$ cat src/rtl/ticket_bcd_counter_pkg.sv
// Shared types and helpers for the three-digit BCD ticket counter.
package ticket_pkg;

    typedef logic [3:0] bcd_digit_t;

    localparam bcd_digit_t BCD_MAX_DIGIT = 4'd9;
    localparam bcd_digit_t BCD_ZERO      = 4'd0;

    typedef struct packed {
        bcd_digit_t hund;
        bcd_digit_t tens;
        bcd_digit_t ones;
    } bcd3_t;

    function automatic bcd3_t to_bcd3(input int value);
        bcd3_t r;
        r.hund = bcd_digit_t'((value / 100) % 10);
        r.tens = bcd_digit_t'((value / 10) % 10);
        r.ones = bcd_digit_t'(value % 10);
        return r;
    endfunction

endpackage

$ cat src/rtl/ticket_bcd_counter_if.sv
// Button, clear and display/status signals of the ticket counter.
interface ticket_bcd_counter_if;
    import ticket_pkg::*;

    logic       btn_inc;
    logic       btn_dec;
    logic       clr;
    bcd_digit_t bcd_ones;
    bcd_digit_t bcd_tens;
    bcd_digit_t bcd_hund;
    logic       full;
    logic       empty;
    logic       refuse;

    modport slave (
        input  btn_inc, btn_dec, clr,
        output bcd_ones, bcd_tens, bcd_hund, full, empty, refuse
    );

    modport master (
        output btn_inc, btn_dec, clr,
        input  bcd_ones, bcd_tens, bcd_hund, full, empty, refuse
    );

endinterface

$ cat src/rtl/ticket_bcd_counter_btn_conditioner.sv
// Raw button -> 2-flop synchronizer -> optional debounce -> one-cycle press pulse.
// Debounce stage is built only when TICKET_DEBOUNCE_EN is defined.
module btn_conditioner #(
    parameter int DEBOUNCE_CYCLES = 16
) (
    input  logic clk,
    input  logic rst_n,
    input  logic btn_raw,
    output logic press
);

    logic sync1_q, sync1_d;
    logic sync2_q, sync2_d;
    logic prev_q, prev_d;
    logic level;

`ifdef TICKET_DEBOUNCE_EN
    localparam int CNT_W = $clog2(DEBOUNCE_CYCLES + 1);

    logic [CNT_W-1:0] cnt_q, cnt_d;
    logic             level_q, level_d;

    // Counter measures how long the synchronized input has disagreed with the
    // accepted level; any agreement restarts the measurement.
    always_comb begin
        level_d = level_q;
        cnt_d   = cnt_q;
        if (sync2_q == level_q) begin
            cnt_d = '0;
        end else if (cnt_q == CNT_W'(DEBOUNCE_CYCLES)) begin
            level_d = sync2_q;
            cnt_d   = '0;
        end else begin
            cnt_d = cnt_q + 1'b1;
        end
    end

    always_ff @(posedge clk) begin
        if (!rst_n) begin
            cnt_q   <= '0;
            level_q <= 1'b0;
        end else begin
            cnt_q   <= cnt_d;
            level_q <= level_d;
        end
    end

    assign level = level_q;
`else
    assign level = sync2_q;
`endif

    always_comb begin
        sync1_d = btn_raw;
        sync2_d = sync1_q;
        prev_d  = level;
    end

    always_ff @(posedge clk) begin
        if (!rst_n) begin
            sync1_q <= 1'b0;
            sync2_q <= 1'b0;
            prev_q  <= 1'b0;
        end else begin
            sync1_q <= sync1_d;
            sync2_q <= sync2_d;
            prev_q  <= prev_d;
        end
    end

    assign press = level & ~prev_q;

endmodule

$ cat src/rtl/ticket_bcd_counter.sv
// Saturating 0..MAX_COUNT packed-BCD ticket counter with full/empty flags and refuse pulse.
// Optional button debounce selected by TICKET_DEBOUNCE_EN.
module ticket_bcd_counter
    import ticket_pkg::*;
#(
    parameter int MAX_COUNT       = 999,
    parameter int DEBOUNCE_CYCLES = 16
) (
    input  logic                 clk,
    input  logic                 rst_n,
    ticket_bcd_counter_if.slave  bus
);

    localparam bcd3_t MAX_BCD = to_bcd3(MAX_COUNT);

    logic [1:0] btn_raw;
    logic [1:0] press;
    logic       inc_pulse;
    logic       dec_pulse;

    assign btn_raw = {bus.btn_dec, bus.btn_inc};

    genvar gi;
    generate
        for (gi = 0; gi < 2; gi++) begin : g_btn
            btn_conditioner #(
                .DEBOUNCE_CYCLES (DEBOUNCE_CYCLES)
            ) u_cond (
                .clk     (clk),
                .rst_n   (rst_n),
                .btn_raw (btn_raw[gi]),
                .press   (press[gi])
            );
        end
    endgenerate

    assign inc_pulse = press[0];
    assign dec_pulse = press[1];

    function automatic bcd3_t bcd_inc(input bcd3_t v);
        bcd3_t r;
        r = v;
        if (v.ones == BCD_MAX_DIGIT) begin
            r.ones = BCD_ZERO;
            if (v.tens == BCD_MAX_DIGIT) begin
                r.tens = BCD_ZERO;
                r.hund = v.hund + 4'd1;
            end else begin
                r.tens = v.tens + 4'd1;
            end
        end else begin
            r.ones = v.ones + 4'd1;
        end
        return r;
    endfunction

    function automatic bcd3_t bcd_dec(input bcd3_t v);
        bcd3_t r;
        r = v;
        if (v.ones == BCD_ZERO) begin
            r.ones = BCD_MAX_DIGIT;
            if (v.tens == BCD_ZERO) begin
                r.tens = BCD_MAX_DIGIT;
                r.hund = v.hund - 4'd1;
            end else begin
                r.tens = v.tens - 4'd1;
            end
        end else begin
            r.ones = v.ones - 4'd1;
        end
        return r;
    endfunction

    bcd3_t cnt_q, cnt_d;
    logic  refuse_q, refuse_d;
    logic  full;
    logic  empty;

    assign full  = (cnt_q == MAX_BCD);
    assign empty = (cnt_q == '0);

    // Saturation guards keep the hundreds digit inside 0..9 for any legal MAX_COUNT.
    always_comb begin
        cnt_d    = cnt_q;
        refuse_d = 1'b0;
        if (bus.clr) begin
            cnt_d = '0;
        end else if (inc_pulse && dec_pulse) begin
            cnt_d = cnt_q;
        end else if (inc_pulse) begin
            if (full) refuse_d = 1'b1;
            else      cnt_d    = bcd_inc(cnt_q);
        end else if (dec_pulse) begin
            if (empty) refuse_d = 1'b1;
            else       cnt_d    = bcd_dec(cnt_q);
        end
    end

    always_ff @(posedge clk) begin
        if (!rst_n) begin
            cnt_q    <= '0;
            refuse_q <= 1'b0;
        end else begin
            cnt_q    <= cnt_d;
            refuse_q <= refuse_d;
        end
    end

    assign bus.bcd_ones = cnt_q.ones;
    assign bus.bcd_tens = cnt_q.tens;
    assign bus.bcd_hund = cnt_q.hund;
    assign bus.full     = full;
    assign bus.empty    = empty;
    assign bus.refuse   = refuse_q;

endmodule
$ cat src/flat_wrapper.sv
// flat-port wrapper written by rule: the top's interface ports become plain ports
module ticket_bcd_counter_flat import ticket_pkg::*;
#(
    parameter int MAX_COUNT       = 999,
    parameter int DEBOUNCE_CYCLES = 16
)
  (clk, rst_n, bus_btn_inc, bus_btn_dec, bus_clr, bus_bcd_ones, bus_bcd_tens, bus_bcd_hund, bus_full, bus_empty, bus_refuse);
  ticket_bcd_counter_if bus_i ();
  input  logic clk;
  input  logic rst_n;
  input wire logic [$bits(bus_i.btn_inc)-1:0] bus_btn_inc;
  input wire logic [$bits(bus_i.btn_dec)-1:0] bus_btn_dec;
  input wire logic [$bits(bus_i.clr)-1:0] bus_clr;
  output wire logic [$bits(bus_i.bcd_ones)-1:0] bus_bcd_ones;
  output wire logic [$bits(bus_i.bcd_tens)-1:0] bus_bcd_tens;
  output wire logic [$bits(bus_i.bcd_hund)-1:0] bus_bcd_hund;
  output wire logic [$bits(bus_i.full)-1:0] bus_full;
  output wire logic [$bits(bus_i.empty)-1:0] bus_empty;
  output wire logic [$bits(bus_i.refuse)-1:0] bus_refuse;
  assign bus_i.btn_inc = bus_btn_inc;
  assign bus_i.btn_dec = bus_btn_dec;
  assign bus_i.clr = bus_clr;
  assign bus_bcd_ones = bus_i.bcd_ones;
  assign bus_bcd_tens = bus_i.bcd_tens;
  assign bus_bcd_hund = bus_i.bcd_hund;
  assign bus_full = bus_i.full;
  assign bus_empty = bus_i.empty;
  assign bus_refuse = bus_i.refuse;
  ticket_bcd_counter #(.MAX_COUNT(MAX_COUNT), .DEBOUNCE_CYCLES(DEBOUNCE_CYCLES)) u_core (.clk(clk), .rst_n(rst_n), .bus(bus_i));
endmodule
$ cat config.mk
export PLATFORM = sky130hd
export DESIGN_NAME = ticket_bcd_counter_flat
export DESIGN_NICKNAME = d
export VERILOG_FILES = /design/src/rtl/ticket_bcd_counter_pkg.sv /design/src/rtl/ticket_bcd_counter_if.sv /design/src/rtl/ticket_bcd_counter_btn_conditioner.sv /design/src/rtl/ticket_bcd_counter.sv /design/src/flat_wrapper.sv
export SDC_FILE = /design/constraint.sdc
export NUM_CORES = 1
export LEC_CHECK = 0
export ABC_AREA = 1
export CAP_MARGIN = 0
export CORE_UTILIZATION = 55
export CTS_CLUSTER_SIZE = 24
export DETAILED_ROUTE_END_ITERATION = 10
export PLACE_DENSITY = 0.86
export SLEW_MARGIN = 20
export SYNTH_ARGS = -nofsm -noshare
export SYNTH_HDL_FRONTEND = slang
export SYNTH_HIERARCHICAL = 1
export SYNTH_SLANG_ARGS = --single-unit
$ cat constraint.sdc
create_clock -name clk -period 4.5 [get_ports clk]
set_clock_uncertainty 0.15 [all_clocks]
set_input_delay 0.9 -clock clk [delete_from_list [all_inputs] [get_ports clk]]
set_output_delay 0.9 -clock clk [all_outputs]
set_load 0.1 [all_outputs]
==> results_dict.tcl <==
set metrics [dict create \
    initial_core_util 0.5969 \
    crit_start "u_core/bus.bcd_ones[1]$_SDFFE_PP0P_" \
    endpoint_kind_of_the_worst_setup_timing_path "primary output" \
    reg2reg_depth 12 \
    grt_usage 0.2236 \
    layout.filler_cells 168 \
    post_cts_resize_count 0 \
    grt-ovfl-total 0 \
    critical_path_source_type "flip-flop" \
    synthToLayoutAreaGrowth_pct 20.63 \
    synth-compound-area-share 0.1005 \
    hold_path_class "reg2reg" \
    yosysWarningCount 6 \
    vias 1152 \
    drv_cap 0 \
    p_leak_nw 0.6878 \
    clk_root_buffer_cell "sky130_fd_sc_hd__clkbuf_4" \
    cts_max_level 1 \
    rows 16 \
    layout_worst_path_cycle_share 0.7747 \
    placedCellCount 228 \
    worst_path_largest_cell_delay_ns 1.12 \
    detailed_place_hpwl_mm 1.843 \
    path_depth 5 \
    max_slew.worst_pin.slew_ns 0.9774 \
    remaining_drc_errors 0 \
    critical_path.reg2reg.startpoint "u_core/g_btn[0].u_cond/level$_SDFF_PN0_" \
    setup_ws_ns 1.014 \
    synthXorXnorAreaFrac 0.03665 \
    cts_buffers 3 \
    port_buffers 19 \
    cp_slowest_cell "sky130_fd_sc_hd__clkdlybuf4s50_1" \
    drt-initial-drc-count 25 \
    ys_seq_area_frac 0.3183 \
    timing.setup.critical_path_class "reg2out" \
    path_delay_family "buffers and inverters" \
    fp.coreArea_sq_um 2002 \
    worst_skew_pair.late_latency_ns 0.30 \
    cts_setup_buffers 0 \
    clock_tree.buffer_depth 2 \
    fraction_of_final_layout_cells_with_drive_strength_greater_than_1 0.1171 \
    firstDrtPassIters 4 \
    setup_repair_after_global_routing_missed_its_margin "false" \
    final_period_demand_of_the_worst_path_ns 3.486 \
    worst_path_maximum_fanout 6 \
    drt-total-wl_mm 2.422 \
    n_antenna_cell 0 \
    largest_net_degree_at_the_start_of_global_routing 15 \
    die-width_microns 48.61 \
    total_nets_final 216 \
    clock-sinks 19 \
    number_of_antenna_violations_at_the_first_check_in_global_routing 0 \
    ant_nets 0 \
    cts_tree "yes" \
    place_worst_setup_slack_ns 1.351 \
    global_route_wire_length_before_repair_mm 4.202 \
    timing.critical_path.to "bus_empty" \
    post_drt_via_cell_ratio 4.966 \
    syn-num-nets 194 \
    irDropWorstVdd_uv 232.5 \
    dieHeight_microns 48.61 \
    io_pins 20 \
    postCtsHoldBufs 0 \
    detail_route.wl_per_cell_microns 10.44 \
    critical_path.reg2reg.endpoint "u_core/bus.bcd_tens[1]$_SDFFE_PP0P_" \
    synthesis.instances 184 \
    syn_avg_cell_area_sq_um 6.494 \
    run_status "complete, no violations" \
    fmax_mhz 286.9 \
    ys_types 23 \
    post_layout_nonfiller_instances 232 \
    ff_latch_area_sq_um 380.4 \
    total_standard_cell_area_after_synthesis_sq_um 1195 \
    count_of_buffer_and_inverter_cells_on_the_critical_path 1 \
    finalSetupViolCount 0 \
    ys_seq_elements 19 \
    largest_family_of_logic_cells_by_synthesized_area "simple AND/OR/NAND/NOR gates" \
    setup-tns-final_ns 0 \
    crit_required_ns 3.45 \
    gp_congestion 0.9392 \
    power.density_nw_per_um2 269.4 \
    via_count_of_the_first_global_routing_pass 1028 \
    floorplan.die_area_sq_um 2363 \
    synthMuxAreaShare 0 \
    multiInputGateArea_sq_um 683.2 \
    final_max_slew_viol_count 0 \
    critical-path-top-cell-by-count "sky130_fd_sc_hd__nor2_1" \
    yosys.area_share.simple 0.3717 \
    maxSlewHeadroom 0.3464 \
    cp.arrival_ns 2.44 \
    ff2ff_setup_slack_ns 2.16 \
    post_synth_fa_ha_maj_area_fraction 0.05864 \
    cts.clk_slew.worst_paths_ns 0.12 \
    worstPathCellList "nor2_1, nand2_1, nor2_1, and2_1, clkdlybuf4s50_1" \
    finalHoldViolCount 0 \
]
## synthesized netlist by cell type
| master | count | area (sq um) |
|---|---|---|
| sky130_fd_sc_hd__inv_1 | 29 | 108.9 |
| sky130_fd_sc_hd__nand2_1 | 37 | 138.9 |
| sky130_fd_sc_hd__and2_1 | 2 | 12.51 |
| sky130_fd_sc_hd__nand4_2 | 1 | 12.51 |
| sky130_fd_sc_hd__nand3_1 | 7 | 35.03 |
| sky130_fd_sc_hd__buf_2 | 1 | 5.000 |
| sky130_fd_sc_hd__nand3_2 | 2 | 20.02 |
| sky130_fd_sc_hd__nor2_2 | 5 | 31.28 |
| sky130_fd_sc_hd__nor2_1 | 32 | 120.1 |
| sky130_fd_sc_hd__fa_1 | 1 | 20.02 |
| sky130_fd_sc_hd__xnor2_1 | 1 | 8.760 |
| sky130_fd_sc_hd__nor3_1 | 3 | 15.01 |
| sky130_fd_sc_hd__nand2_2 | 3 | 18.77 |
| sky130_fd_sc_hd__xor2_1 | 4 | 35.03 |
| sky130_fd_sc_hd__buf_4 | 1 | 7.510 |
| sky130_fd_sc_hd__nand2_4 | 1 | 11.26 |
| sky130_fd_sc_hd__dfxtp_1 | 19 | 380.4 |
| sky130_fd_sc_hd__inv_2 | 4 | 15.01 |
| sky130_fd_sc_hd__or2_2 | 1 | 6.260 |
| sky130_fd_sc_hd__ha_1 | 4 | 50.05 |
| sky130_fd_sc_hd__nor2_4 | 2 | 22.52 |
| sky130_fd_sc_hd__a21oi_1 | 6 | 30.03 |
| sky130_fd_sc_hd__o21ai_0 | 18 | 90.09 |
## power breakdown
part           switching (W)  internal (W)
combinational      0.0000849     0.0000331
clock              0.0000575     0.0000338
sequential        0.00000541      0.000173
## state kept, by name, summed over array words and instances, names as in the netlist
name / count
u_core/g_btn.u_cond/prev_q: 2
u_core/bus.refuse: 1
u_core/bus.bcd_tens: 4
u_core/bus.bcd_ones: 4
u_core/bus.bcd_hund: 4
u_core/g_btn.u_cond/level: 2
u_core/g_btn.u_cond/sync1_q: 2
## worst register-to-register path, stage by stage (launching register included)
cell and delay [ns]:
sky130_fd_sc_hd__dfxtp_1 0.35, sky130_fd_sc_hd__inv_1 0.05, sky130_fd_sc_hd__nor2_2 0.34, sky130_fd_sc_hd__inv_1 0.34, sky130_fd_sc_hd__ha_1 0.30, sky130_fd_sc_hd__inv_1 0.06, sky130_fd_sc_hd__nand2_2 0.06, sky130_fd_sc_hd__nor2_4 0.12
sky130_fd_sc_hd__inv_2 0.05, sky130_fd_sc_hd__nor2_4 0.19, sky130_fd_sc_hd__inv_2 0.09, sky130_fd_sc_hd__nor2_1 0.10, sky130_fd_sc_hd__nor2_1 0.05
## how the worst min path moves through the flow
stage / from / endpoint / slack [ns] / depth (start not counted)
global placement: u_core/g_btn[0].u_cond/sync1_q$_SDFF_PN0_ / u_core/g_btn[0].u_cond/level$_SDFF_PN0_ / 0.24 / 2
floorplan: u_core/g_btn[0].u_cond/sync1_q$_SDFF_PN0_ / u_core/g_btn[0].u_cond/level$_SDFF_PN0_ / 0.24 / 2
finish: u_core/g_btn[0].u_cond/sync1_q$_SDFF_PN0_ / u_core/g_btn[0].u_cond/level$_SDFF_PN0_ / 0.27 / 2
global route: u_core/g_btn[0].u_cond/sync1_q$_SDFF_PN0_ / u_core/g_btn[0].u_cond/level$_SDFF_PN0_ / 0.30 / 2
CTS: u_core/g_btn[0].u_cond/sync1_q$_SDFF_PN0_ / u_core/g_btn[0].u_cond/level$_SDFF_PN0_ / 0.27 / 2
detailed placement: u_core/g_btn[0].u_cond/sync1_q$_SDFF_PN0_ / u_core/g_btn[0].u_cond/level$_SDFF_PN0_ / 0.25 / 2
## cell families after synthesis
kind of cell             count (synthesis)
AND/OR/NAND/NOR                         96
adder cells (fa/ha/maj)                  5
flip-flops                              19
XOR/XNOR                                 5
AO/OA/AOI/OAI                           24
buffers and inverters                   35
## final cells by class
class,instances,area share
Clock inverter,1,0.005208
Tap cell,27,0.02344
Sequential cell,19,0.2639
Multi-Input combinational cell,130,0.4740
Inverter,33,0.08594
Timing Repair Buffer,19,0.1319
Clock buffer,3,0.01563
## through the flow
stage / utilization / hold slack (ns) / area, sq um / power [W]
floorplan: - / 0.2356 / 1200 / 0.0002755
global placement: 0.7050 / 0.2374 / 1411 / 0.0002977
detailed placement: 0.7050 / 0.2468 / 1411 / 0.0003007
CTS: 0.7200 / 0.2724 / 1441 / 0.0003918
global route: 0.7200 / 0.3032 / 1441 / 0.0004098
finish: 0.7200 / 0.2709 / 1441 / 0.0003883
## metal layers
metal | wire length, microns | GRT usage | vias to the layer above
li1 | - | - | 607
met1 | 1093 | 0.2740 | 514
met2 | 1225 | 0.3981 | 27
met3 | 74 | 0.01887 | 4
met4 | 29 | 0.09314 | 0
met5 | 0 | 0 | -
## placed cells by master (no fill, tap or decap)
cell type,instances
sky130_fd_sc_hd__nand2_2,3
sky130_fd_sc_hd__nor3_2,1
sky130_fd_sc_hd__nand3_1,7
sky130_fd_sc_hd__nor2_4,2
sky130_fd_sc_hd__ha_1,4
sky130_fd_sc_hd__clkdlybuf4s50_1,19
sky130_fd_sc_hd__nand4_2,1
sky130_fd_sc_hd__nor2_2,5
sky130_fd_sc_hd__xnor2_1,1
sky130_fd_sc_hd__inv_2,4
sky130_fd_sc_hd__and2_1,2
sky130_fd_sc_hd__nand2_4,1
sky130_fd_sc_hd__clkinvlp_4,1
sky130_fd_sc_hd__nand2_1,37
sky130_fd_sc_hd__nor2_1,32
sky130_fd_sc_hd__fa_1,1
sky130_fd_sc_hd__o21ai_0,18
sky130_fd_sc_hd__dfxtp_1,19
sky130_fd_sc_hd__a21oi_1,6
sky130_fd_sc_hd__inv_1,29
sky130_fd_sc_hd__xor2_1,4
sky130_fd_sc_hd__nor3_1,2
sky130_fd_sc_hd__or2_2,1
sky130_fd_sc_hd__nand3_2,2
sky130_fd_sc_hd__clkbuf_4,3
(Power assumes the default switching activity.)
